[config.mk]
export PLATFORM = sky130hd
export DESIGN_NAME = inst_fetcher_flat
export DESIGN_NICKNAME = d
export VERILOG_FILES = /design/src/rtl/inst_fetcher_if.sv /design/src/rtl/inst_fetcher.sv /design/src/flat_wrapper.sv
export SDC_FILE = /design/constraint.sdc
export NUM_CORES = 1
export LEC_CHECK = 0
export ABC_AREA = 1
export ABC_CLOCK_PERIOD_IN_PS = 2000
export CORE_UTILIZATION = 52
export DETAILED_ROUTE_END_ITERATION = 16
export PLACE_DENSITY = 0.76
export SETUP_SLACK_MARGIN = 0.15
export SYNTH_ARGS = -nofsm -noshare
export SYNTH_HDL_FRONTEND = slang
export SYNTH_SLANG_ARGS = --single-unit
[constraint.sdc]
create_clock -name clk_in -period 2 [get_ports clk_in]
set_clock_uncertainty 0.2 [all_clocks]
set_input_delay 0.2 -clock clk_in [delete_from_list [all_inputs] [get_ports clk_in]]
set_output_delay 0.2 -clock clk_in [all_outputs]
set_load 0.02 [all_outputs]
[src/rtl/inst_fetcher_if.sv]
// Fetch-stage bus bundle: icache lookup/refill,
// memory read channel, redirect and decoder handshake.
interface inst_fetcher_if;
  logic        ic_req_out;
  logic [31:0] ic_addr_out;
  logic        ic_hit_in;
  logic [31:0] ic_inst_in;
  logic        ic_fill_out;
  logic [31:0] ic_fill_addr_out;
  logic [31:0] ic_fill_data_out;
  logic        mem_req_out;
  logic [31:0] mem_addr_out;
  logic        mem_done_in;
  logic [31:0] mem_inst_in;
  logic        flush_in;
  logic [31:0] new_pc_in;
  logic        out_valid;
  logic        out_ready;
  logic [31:0] out_inst;
  logic [31:0] out_pc;

  modport master (
    output ic_req_out, ic_addr_out,
    input  ic_hit_in, ic_inst_in,
    output ic_fill_out, ic_fill_addr_out,
    output ic_fill_data_out,
    output mem_req_out, mem_addr_out,
    input  mem_done_in, mem_inst_in,
    input  flush_in, new_pc_in,
    output out_valid, out_inst, out_pc,
    input  out_ready
  );

  modport slave (
    input  ic_req_out, ic_addr_out,
    output ic_hit_in, ic_inst_in,
    input  ic_fill_out, ic_fill_addr_out,
    input  ic_fill_data_out,
    input  mem_req_out, mem_addr_out,
    output mem_done_in, mem_inst_in,
    output flush_in, new_pc_in,
    input  out_valid, out_inst, out_pc,
    output out_ready
  );
endinterface

[src/rtl/inst_fetcher.sv]
// Instruction fetch stage: one icache lookup in flight,
// memory refill on miss, {pc,inst} FIFO to the decoder.
module inst_fetcher #(
  parameter int          QUEUE_BITS = 3,
  parameter logic [31:0] RESET_PC   = 32'h0
) (
  input logic           clk_in,
  input logic           rst_n_in,
  input logic           rdy_in,
  inst_fetcher_if.master bus
);

  localparam int DEPTH = 1 << QUEUE_BITS;
  localparam int CW    = QUEUE_BITS + 1;

  typedef enum logic [1:0] {
    IDLE,
    LOOKUP,
    MEM_WAIT
  } state_e;

  state_e      state_q, state_d;
  logic [31:0] pc_q, pc_d;
  logic [31:0] redir_q, redir_d;
  logic        discard_q, discard_d;
  logic        ic_req_q, ic_req_d;
  logic [31:0] ic_addr_q, ic_addr_d;
  logic        mem_req_q, mem_req_d;
  logic [31:0] mem_addr_q, mem_addr_d;
  logic        fill_q, fill_d;
  logic [31:0] fill_addr_q, fill_addr_d;
  logic [31:0] fill_data_q, fill_data_d;

  logic [31:0] fifo_pc_q   [DEPTH];
  logic [31:0] fifo_inst_q [DEPTH];
  logic [QUEUE_BITS-1:0] head_q, head_d;
  logic [QUEUE_BITS-1:0] tail_q, tail_d;
  logic [CW-1:0]         count_q, count_d;

  logic        full;
  logic        push;
  logic [31:0] push_inst;
  logic        do_push;
  logic        do_pop;
  logic        flush;

  assign flush = bus.flush_in;
  assign full  = (count_q == CW'(DEPTH));

  // Fetch FSM: issue, resolve hit/miss, track refill and redirect
  always_comb begin
    state_d     = state_q;
    pc_d        = pc_q;
    redir_d     = redir_q;
    discard_d   = discard_q;
    ic_req_d    = 1'b0;
    ic_addr_d   = ic_addr_q;
    mem_req_d   = mem_req_q;
    mem_addr_d  = mem_addr_q;
    fill_d      = 1'b0;
    fill_addr_d = fill_addr_q;
    fill_data_d = fill_data_q;
    push        = 1'b0;
    push_inst   = bus.ic_inst_in;
    unique case (state_q)
      IDLE: begin
        if (flush) begin
          pc_d = bus.new_pc_in;
        end else if (!full) begin
          ic_req_d  = 1'b1;
          ic_addr_d = pc_q;
          state_d   = LOOKUP;
        end
      end
      LOOKUP: begin
        state_d = IDLE;
        if (flush) begin
          pc_d = bus.new_pc_in;
        end else if (bus.ic_hit_in) begin
          push = 1'b1;
          pc_d = pc_q + 32'd4;
        end else begin
          mem_req_d  = 1'b1;
          mem_addr_d = pc_q;
          state_d    = MEM_WAIT;
        end
      end
      MEM_WAIT: begin
        if (bus.mem_done_in) begin
          mem_req_d   = 1'b0;
          fill_d      = 1'b1;
          fill_addr_d = pc_q;
          fill_data_d = bus.mem_inst_in;
          discard_d   = 1'b0;
          state_d     = IDLE;
          if (flush) begin
            pc_d = bus.new_pc_in;
          end else if (discard_q) begin
            pc_d = redir_q;
          end else begin
            push      = 1'b1;
            push_inst = bus.mem_inst_in;
            pc_d      = pc_q + 32'd4;
          end
        end else if (flush) begin
          discard_d = 1'b1;
          redir_d   = bus.new_pc_in;
        end
      end
      default: state_d = IDLE;
    endcase
  end

  // FIFO pointer/count update; a redirect empties the queue
  always_comb begin
    do_push = push && !flush;
    do_pop  = (count_q != '0) && bus.out_ready && !flush;
    head_d  = head_q;
    tail_d  = tail_q;
    count_d = count_q;
    if (flush) begin
      tail_d  = head_q;
      count_d = '0;
    end else begin
      if (do_push) tail_d = tail_q + 1'b1;
      if (do_pop)  head_d = head_q + 1'b1;
      count_d = count_q + CW'(do_push) - CW'(do_pop);
    end
  end

  // Control and fetch-state registers, frozen while paused
  always_ff @(posedge clk_in or negedge rst_n_in) begin
    if (!rst_n_in) begin
      state_q     <= IDLE;
      pc_q        <= RESET_PC;
      redir_q     <= '0;
      discard_q   <= 1'b0;
      ic_req_q    <= 1'b0;
      ic_addr_q   <= '0;
      mem_req_q   <= 1'b0;
      mem_addr_q  <= '0;
      fill_q      <= 1'b0;
      fill_addr_q <= '0;
      fill_data_q <= '0;
      head_q      <= '0;
      tail_q      <= '0;
      count_q     <= '0;
    end else if (rdy_in) begin
      state_q     <= state_d;
      pc_q        <= pc_d;
      redir_q     <= redir_d;
      discard_q   <= discard_d;
      ic_req_q    <= ic_req_d;
      ic_addr_q   <= ic_addr_d;
      mem_req_q   <= mem_req_d;
      mem_addr_q  <= mem_addr_d;
      fill_q      <= fill_d;
      fill_addr_q <= fill_addr_d;
      fill_data_q <= fill_data_d;
      head_q      <= head_d;
      tail_q      <= tail_d;
      count_q     <= count_d;
    end
  end

  // FIFO storage, cleared on reset so head outputs read zero
  always_ff @(posedge clk_in or negedge rst_n_in) begin
    if (!rst_n_in) begin
      for (int i = 0; i < DEPTH; i++) begin
        fifo_pc_q[i]   <= '0;
        fifo_inst_q[i] <= '0;
      end
    end else if (rdy_in && do_push) begin
      fifo_pc_q[tail_q]   <= pc_q;
      fifo_inst_q[tail_q] <= push_inst;
    end
  end

  // Pulses are masked while paused so a held register
  // never presents as a repeated request or refill.
  assign bus.ic_req_out       = ic_req_q && rdy_in;
  assign bus.ic_addr_out      = ic_addr_q;
  assign bus.ic_fill_out      = fill_q && rdy_in;
  assign bus.ic_fill_addr_out = fill_addr_q;
  assign bus.ic_fill_data_out = fill_data_q;
  assign bus.mem_req_out      = mem_req_q;
  assign bus.mem_addr_out     = mem_addr_q;
  assign bus.out_valid        = (count_q != '0);
  assign bus.out_inst         = fifo_inst_q[head_q];
  assign bus.out_pc           = fifo_pc_q[head_q];

endmodule
[src/flat_wrapper.sv]
// flat-port wrapper written by rule: the top's interface ports become plain ports
module inst_fetcher_flat 
#(
  parameter int          QUEUE_BITS = 3,
  parameter logic [31:0] RESET_PC   = 32'h0
)
  (clk_in, rst_n_in, rdy_in, bus_ic_req_out, bus_ic_addr_out, bus_ic_hit_in, bus_ic_inst_in, bus_ic_fill_out, bus_ic_fill_addr_out, bus_ic_fill_data_out, bus_mem_req_out, bus_mem_addr_out, bus_mem_done_in, bus_mem_inst_in, bus_flush_in, bus_new_pc_in, bus_out_valid, bus_out_inst, bus_out_pc, bus_out_ready);
  inst_fetcher_if bus_i ();
  input logic clk_in;
  input logic rst_n_in;
  input logic rdy_in;
  output wire logic [$bits(bus_i.ic_req_out)-1:0] bus_ic_req_out;
  output wire logic [$bits(bus_i.ic_addr_out)-1:0] bus_ic_addr_out;
  input wire logic [$bits(bus_i.ic_hit_in)-1:0] bus_ic_hit_in;
  input wire logic [$bits(bus_i.ic_inst_in)-1:0] bus_ic_inst_in;
  output wire logic [$bits(bus_i.ic_fill_out)-1:0] bus_ic_fill_out;
  output wire logic [$bits(bus_i.ic_fill_addr_out)-1:0] bus_ic_fill_addr_out;
  output wire logic [$bits(bus_i.ic_fill_data_out)-1:0] bus_ic_fill_data_out;
  output wire logic [$bits(bus_i.mem_req_out)-1:0] bus_mem_req_out;
  output wire logic [$bits(bus_i.mem_addr_out)-1:0] bus_mem_addr_out;
  input wire logic [$bits(bus_i.mem_done_in)-1:0] bus_mem_done_in;
  input wire logic [$bits(bus_i.mem_inst_in)-1:0] bus_mem_inst_in;
  input wire logic [$bits(bus_i.flush_in)-1:0] bus_flush_in;
  input wire logic [$bits(bus_i.new_pc_in)-1:0] bus_new_pc_in;
  output wire logic [$bits(bus_i.out_valid)-1:0] bus_out_valid;
  output wire logic [$bits(bus_i.out_inst)-1:0] bus_out_inst;
  output wire logic [$bits(bus_i.out_pc)-1:0] bus_out_pc;
  input wire logic [$bits(bus_i.out_ready)-1:0] bus_out_ready;
  assign bus_ic_req_out = bus_i.ic_req_out;
  assign bus_ic_addr_out = bus_i.ic_addr_out;
  assign bus_i.ic_hit_in = bus_ic_hit_in;
  assign bus_i.ic_inst_in = bus_ic_inst_in;
  assign bus_ic_fill_out = bus_i.ic_fill_out;
  assign bus_ic_fill_addr_out = bus_i.ic_fill_addr_out;
  assign bus_ic_fill_data_out = bus_i.ic_fill_data_out;
  assign bus_mem_req_out = bus_i.mem_req_out;
  assign bus_mem_addr_out = bus_i.mem_addr_out;
  assign bus_i.mem_done_in = bus_mem_done_in;
  assign bus_i.mem_inst_in = bus_mem_inst_in;
  assign bus_i.flush_in = bus_flush_in;
  assign bus_i.new_pc_in = bus_new_pc_in;
  assign bus_out_valid = bus_i.out_valid;
  assign bus_out_inst = bus_i.out_inst;
  assign bus_out_pc = bus_i.out_pc;
  assign bus_i.out_ready = bus_out_ready;
  inst_fetcher #(.QUEUE_BITS(QUEUE_BITS), .RESET_PC(RESET_PC)) u_core (.clk_in(clk_in), .rst_n_in(rst_n_in), .rdy_in(rdy_in), .bus(bus_i));
endmodule
Word level (Yosys, flattened, before mapping)
Index checks and enable logic that the tools add are counted.
{"block": "totals", "in_bits": 103, "wordCells": 125, "ff_bits": 720}
{"block": "classes", "magnitude_cmp": 3, "bitwise_logic": 6, "n_eq_ne": 10, "add_sub_neg": 5, "n_reduce_logical": 24, "muxes": 47}
{"cell": "bitwise mux 256 bit", "n": 2}
{"cell": "two-way mux 32 bit", "n": 15}
{"cell": "binary-select mux 32 bit (select 3 bit)", "n": 2}
{"cell": "demux 32 bit (select 3 bit)", "n": 1}
{"cell": "case mux 32 bit (3 select lines)", "n": 1}
{"cell": "adder 32 x 3 -> 32 bit, second input constant", "n": 1}
{"cell": "AND reduction 4 bit", "n": 4}
{"cell": "two-way mux 1 bit", "n": 15}
{"cell": "inequality test 2 bit, second input constant", "n": 6}
{"cell": "two-way mux 2 bit", "n": 5}
{"cell": "AND reduction 5 bit", "n": 2}
{"cell": "AND reduction 3 bit", "n": 3}
{"cell": "greater-or-equal comparator 4 bit, second input constant", "n": 2}
{"cell": "NOT 3 -> 4 bit", "n": 2}
{"cell": "logical AND 1 bit", "n": 7}
{"cell": "adder 3 x 1 -> 3 bit, second input constant", "n": 2}
{"cell": "two-way mux 3 bit", "n": 2}
{"cell": "case mux 2 bit (3 select lines)", "n": 1}
{"cell": "nonzero test 2 bit", "n": 3}
{"cell": "adder 4 x 1 -> 4 bit", "n": 1}
{"cell": "== test 4 bit, second input constant", "n": 1}
{"cell": "< comparator 4 x 1 -> 1 bit, second input constant", "n": 1}
{"cell": "two-way mux 4 bit", "n": 1}
{"cell": "NOT 1 bit", "n": 4}
{"cell": "other kinds (10)", "n": 11}

Depth between registers and ports, before layout
{"block": "depth", "word_depth": 8, "mapped_depth": 13}

Worst setup path before layout
No wires, ideal clock.
{"block": "synth_timing", "kind": "register -> register", "startpoint": "reg u_core.count_q[2]", "endpoint": "reg u_core.count_q[2]", "path_slack_ps": -441, "synth_period_minus_slack_ps": 2441, "setup_ps": 126, "t_arrival_ps": 2115, "stages_incl_launch_ff": 12, "n_path_buf": 0, "path_cell_list": "dfrtp_1 -> inv_1 -> ha_1 -> nand3_1 -> nand2_1 -> nor2_1 -> ha_1 -> inv_1 -> ha_1 -> fa_1 -> o21ai_0 -> o22ai_1"}
{"block": "synth_via", "elab_chain_cells": 5, "word_cells_on_any_way": 6}
{"element": "from (decl)", "line_no": "inst_fetcher.sv:38", "source": "logic [CW-1:0] count_q, count_d;"}
{"element": "from (signal assigned)", "line_no": "inst_fetcher.sv:162", "source": "count_q <= count_d;"}
{"element": "nonzero test 4 bit"}
{"element": "named net bus_out_valid", "line_no": "flat_wrapper.sv:25", "source": "output wire logic [$bits(bus_i.out_valid)-1:0] bus_out_valid;"}
{"element": "logical AND 1 bit (2 in series)", "line_no": "inst_fetcher.sv:117", "source": "do_pop = (count_q != '0) && bus.out_ready && !flush;"}
{"element": "subtractor 4 x 1 -> 4 bit", "line_no": "inst_fetcher.sv:127", "source": "count_d = count_q + CW'(do_push) - CW'(do_pop);"}
{"element": "two-way mux 4 bit", "line_no": "inst_fetcher.sv:121", "source": "if (flush) begin"}
The timed path passes the listed nets, and every way through them passes these cells.
A chain may end at the register's enable or synchronous reset.

Final worst setup path
{"block": "layout_timing", "startpoint": "reg u_core.head_q[0]", "endpoint": "out bus_out_inst[15]"}
{"block": "layout_via", "elab_chain_cells": 4}
{"element": "from (decl)", "line_no": "inst_fetcher.sv:36", "source": "logic [QUEUE_BITS-1:0] head_q, head_d;"}
{"element": "from (signal assigned)", "line_no": "inst_fetcher.sv:145", "source": "head_q <= '0;"}
{"element": "from (signal assigned)", "line_no": "inst_fetcher.sv:160", "source": "head_q <= head_d;"}
{"element": "NOT 3 -> 4 bit (implied by the code)", "line_no": "inst_fetcher.sv:189", "source": "assign bus.out_inst = fifo_inst_q[head_q];"}
{"element": "binary-select mux 32 bit (select 3 bit)", "line_no": "inst_fetcher.sv:189"}
{"element": "two-way mux 32 bit (implied by the code) (2 in series)", "line_no": "inst_fetcher.sv:189"}
{"element": "to (decl)", "line_no": "flat_wrapper.sv:26", "source": "output wire logic [$bits(bus_i.out_inst)-1:0] bus_out_inst;"}
No other way between the ends. The select of a mux whose other input is x is not followed.

==> flow_metrics.py <==
metrics = {
    "critical_path": {
        "timing.rr.start": "u_core.state_q[1]$_DFFE_PN0P_",
        "cp.arrival_ns": 2.46,
        "path_class": "flip-flop to primary output",
        "path_max_fanout": 18,
        "worstPathRequired_ns": 1.60,
        "reg2reg_slack_ns": -0.36,
        "crit_path_start_kind": "flip-flop",
        "r2r_end": "u_core.fifo_inst_q[38]$_DFFE_PN0P_",
        "cp-end-kind": "primary output",
        "reg2regPathDepth": 13,
    },
    "clock_network": {
        "cts-htree-levels": 3,
        "clk_latency_ns": 0.64,
        "clkTransAtPathRegs_ns": 0.06,
        "cts_tree": "yes",
        "cts_buffers": 78,
        "cts_max_path_buffers": 3,
        "cts_root_buffer": "clkbuf_16",
        "clock_sinks": 720,
    },
    "timing": {
        "setup_violations": 718,
        "slew_viol_final": 0,
        "setup_slack_ns": -0.858,
        "layout_min_cycle_time_ns": 2.86,
        "hold_viol": 0,
        "setup_tns_ns": -160.77,
        "rsz0062_at_grt": "yes",
        "maxClockFrequency_mhz": 350,
        "worst_pin_slew_ns": 1.06,
        "slew-limit-headroom_pct": 29.1,
        "min_period_over_period_pct": 143,
    },
    "routing": {
        "vias_per_cell": 6.02,
        "wire_per_inst_um": 22.7,
        "drc_errors": 0,
        "ant_nets": 0,
        "vias": 31800,
        "drt-initial-drc-count": 4484,
        "wl_mm": 120,
        "drtPass1Iterations": 9,
    },
    "floorplan": {
        "dieWidth_um": 251,
        "start_util_pct": 52.5,
        "row_count": 91,
        "die_h_um": 251,
        "core_mm2": 0.0616,
        "io_pins": 299,
        "dieArea_mm2": 0.0632,
    },
    "pwr": {
        "p_leak_nw": 20.4,
        "ir_worst_vdd_v": 0.000882,
        "p_per_area_mw_per_mm2": 1620,
    },
    "place": {
        "place.gp.congestion": 0.881,
        "hpwlAfterDp_mm": 60.3,
        "post-place-ws_ns": -0.584,
        "dpl-instance-area_mm2": 0.0383,
        "portBuffers": 298,
        "dp.cells": 4975,
    },
    "finish": {
        "fin_area_mm2": 0.0450,
        "fin_cells": 5280,
        "layout_common_cells": "nand2_1, dfrtp_1, o21ai_0",
        "final_common_cell": "nand2_1",
        "diodes": 0,
        "area_growth_pct": 39.2,
        "drive_gt1_share_pct": 19.4,
        "fillerInstances": 4211,
        "nNetsFinal": 4499,
    },
    "logic_synthesis": {
        "seq_area_frac_synth_pct": 55.7,
        "synth_area_mm2": 0.0323,
        "yosys_warnings": 0,
        "syn_inst": 3906,
        "postSynthAreaPerCell_um2": 8.28,
        "syn_nets": 4023,
        "synth-seq-cells": 720,
        "yosysUniqueCellTypes": 38,
    },
    "flow_run": {
        "max_cap_viol_count": 0,
    },
    "global_route": {
        "track_usage_pct": 35.2,
        "grt_max_degree": 98,
        "grt_pass1_vias": 30300,
        "gr-total-overflow": 0,
        "antenna_found_initial": 0,
        "grt_pass1_wl_mm": 173,
    },
    "run_status": {
        "status": "finished with violations",
        "violations": "setup timing",
    },
    "hold_path": {
        "min-delay-start": "bus_new_pc_in[7]",
        "hold_end": "u_core.redir_q[7]$_DFFE_PN0P_",
        "whs_path_depth": 3,
        "min_path_type": "input pin to flip-flop",
    },
}
logic make-up after synthesis:
| logic type | count (synthesis) | share of synthesized area, % |
|---|---|---|
| DFF | 720 | 55.7 |
| xor gates and xnor gates | 7 | 0.190 |
| adders and majority gates | 14 | 0.565 |
| muxes | 1 | 0.0348 |
| buffers and inverters | 530 | 6.87 |
| AOI/OAI and AO/OA | 1300 | 20.8 |
| and+or+nand+nor | 1334 | 15.8 |
power breakdown:
group          switching [mW]  internal [mW]  total [mW]  leakage (nW)
clock network            6.14           8.84        15.0          1.30
registers                3.82           19.8        23.6          9.69
logic                    19.8           14.6        34.4          9.39
what timing repair did:
item	in CTS	in global routing
hold buffers	52	0
hold endpoints to repair	770	0
endpoints found under the setup margin	831	863
pin swaps	21	25
gates cloned	41	32
resized for setup	527	343
setup buffers	26	13
how the worst max path moves through the flow:
stage                                        from                                  end  cells after the start
detailed placement                   bus_flush_in  u_core.fifo_inst_q[171]$_DFFE_PN0P_                      8
global route         u_core.head_q[0]$_DFFE_PN0P_                       bus_out_pc[23]                      7
finish               u_core.head_q[0]$_DFFE_PN0P_                     bus_out_inst[15]                      7
global placement     u_core.head_q[0]$_DFFE_PN0P_                       bus_out_pc[12]                      7
floorplan           u_core.count_q[3]$_DFFE_PN0P_        u_core.count_q[1]$_DFFE_PN0P_                     11
CTS                  u_core.head_q[0]$_DFFE_PN0P_                       bus_out_pc[11]                      7
cell type report:
type | instances | area, µm² | area share, %
Sequential cell | 720 | 18000 | 40.1
Inverter | 228 | 888 | 1.97
Clock buffer | 117 | 2330 | 5.18
Timing Repair Buffer | 696 | 8680 | 19.3
Tap cell | 837 | 1050 | 2.33
Timing Repair inverter | 2 | 17.5 | 0.0389
Clock inverter | 24 | 298 | 0.662
Multi-Input combinational cell | 2656 | 13700 | 30.5
registers in the layout, summed over array words and instances (netlist names):
signal and cells:
u_core.bus.ic_addr_out 32, u_core.bus.ic_fill_addr_out 32, u_core.bus.ic_fill_data_out 32, u_core.bus.mem_addr_out 32
u_core.bus.mem_req_out 1, u_core.count_q 4, u_core.discard_q 1, u_core.fifo_inst_q 256
u_core.fifo_pc_q 256, u_core.fill_q 1, u_core.head_q 3, u_core.ic_req_q 1
u_core.pc_q 32, u_core.redir_q 32, u_core.state_q 2, u_core.tail_q 3
layer usage:
metal	wire, µm	vias to the layer above	global-route usage, %	share of wire, %
met5	0	-	0	0
met4	7010	0	17.1	5.9
met3	12300	534	7.63	10
met2	55400	2061	55.7	46
met1	45000	15300	46.2	38
li1	-	13900	-	-
synth_stat cells, drive strengths merged:
cell | instances | area [µm²]
a41oi | 1 | 8.76
dfrtp | 720 | 18000
nor3 | 2 | 21.3
a21o | 1 | 7.51
clkbuf | 148 | 556
nand2 | 893 | 3350
ha | 13 | 163
buf | 154 | 810
o21ai | 1020 | 5100
o311ai | 1 | 8.76
a22oi | 1 | 7.51
o211ai | 5 | 37.5
a31oi | 68 | 425
a21oi | 130 | 651
o2111ai | 1 | 8.76
mux2 | 1 | 11.3
xor2 | 7 | 61.3
nor2 | 394 | 1500
o21bai | 1 | 7.51
or2 | 2 | 12.5
nand4 | 9 | 62.6
fa | 1 | 20.0
o22ai | 69 | 432
nand3 | 33 | 165
a211oi | 1 | 12.5
and2 | 1 | 6.26
a21boi | 1 | 7.51
inv | 228 | 856
worst max-delay path, cell delays in order (launching register included):
cell and delay (ns):
dfrtp_4 0.57, buf_12 0.22, buf_12 0.17, o21ai_1 0.11, o22ai_1 0.18, nor2_1 0.08, a31oi_2 0.26, buf_4 0.21
metrics by stage:
step | total power, mW | hold WS (ns) | utilization (%)
floorplan | 40.3 | -0.296 | -
global placement | 52.4 | -0.0558 | 62.2
detailed placement | 53.2 | -0.0470 | 62.2
CTS | 69.5 | 0.000145 | 70.1
global route | 76.5 | 0.0213 | 73.0
finish | 73.0 | 0.0154 | 73.0
(Power assumes the default switching activity.)
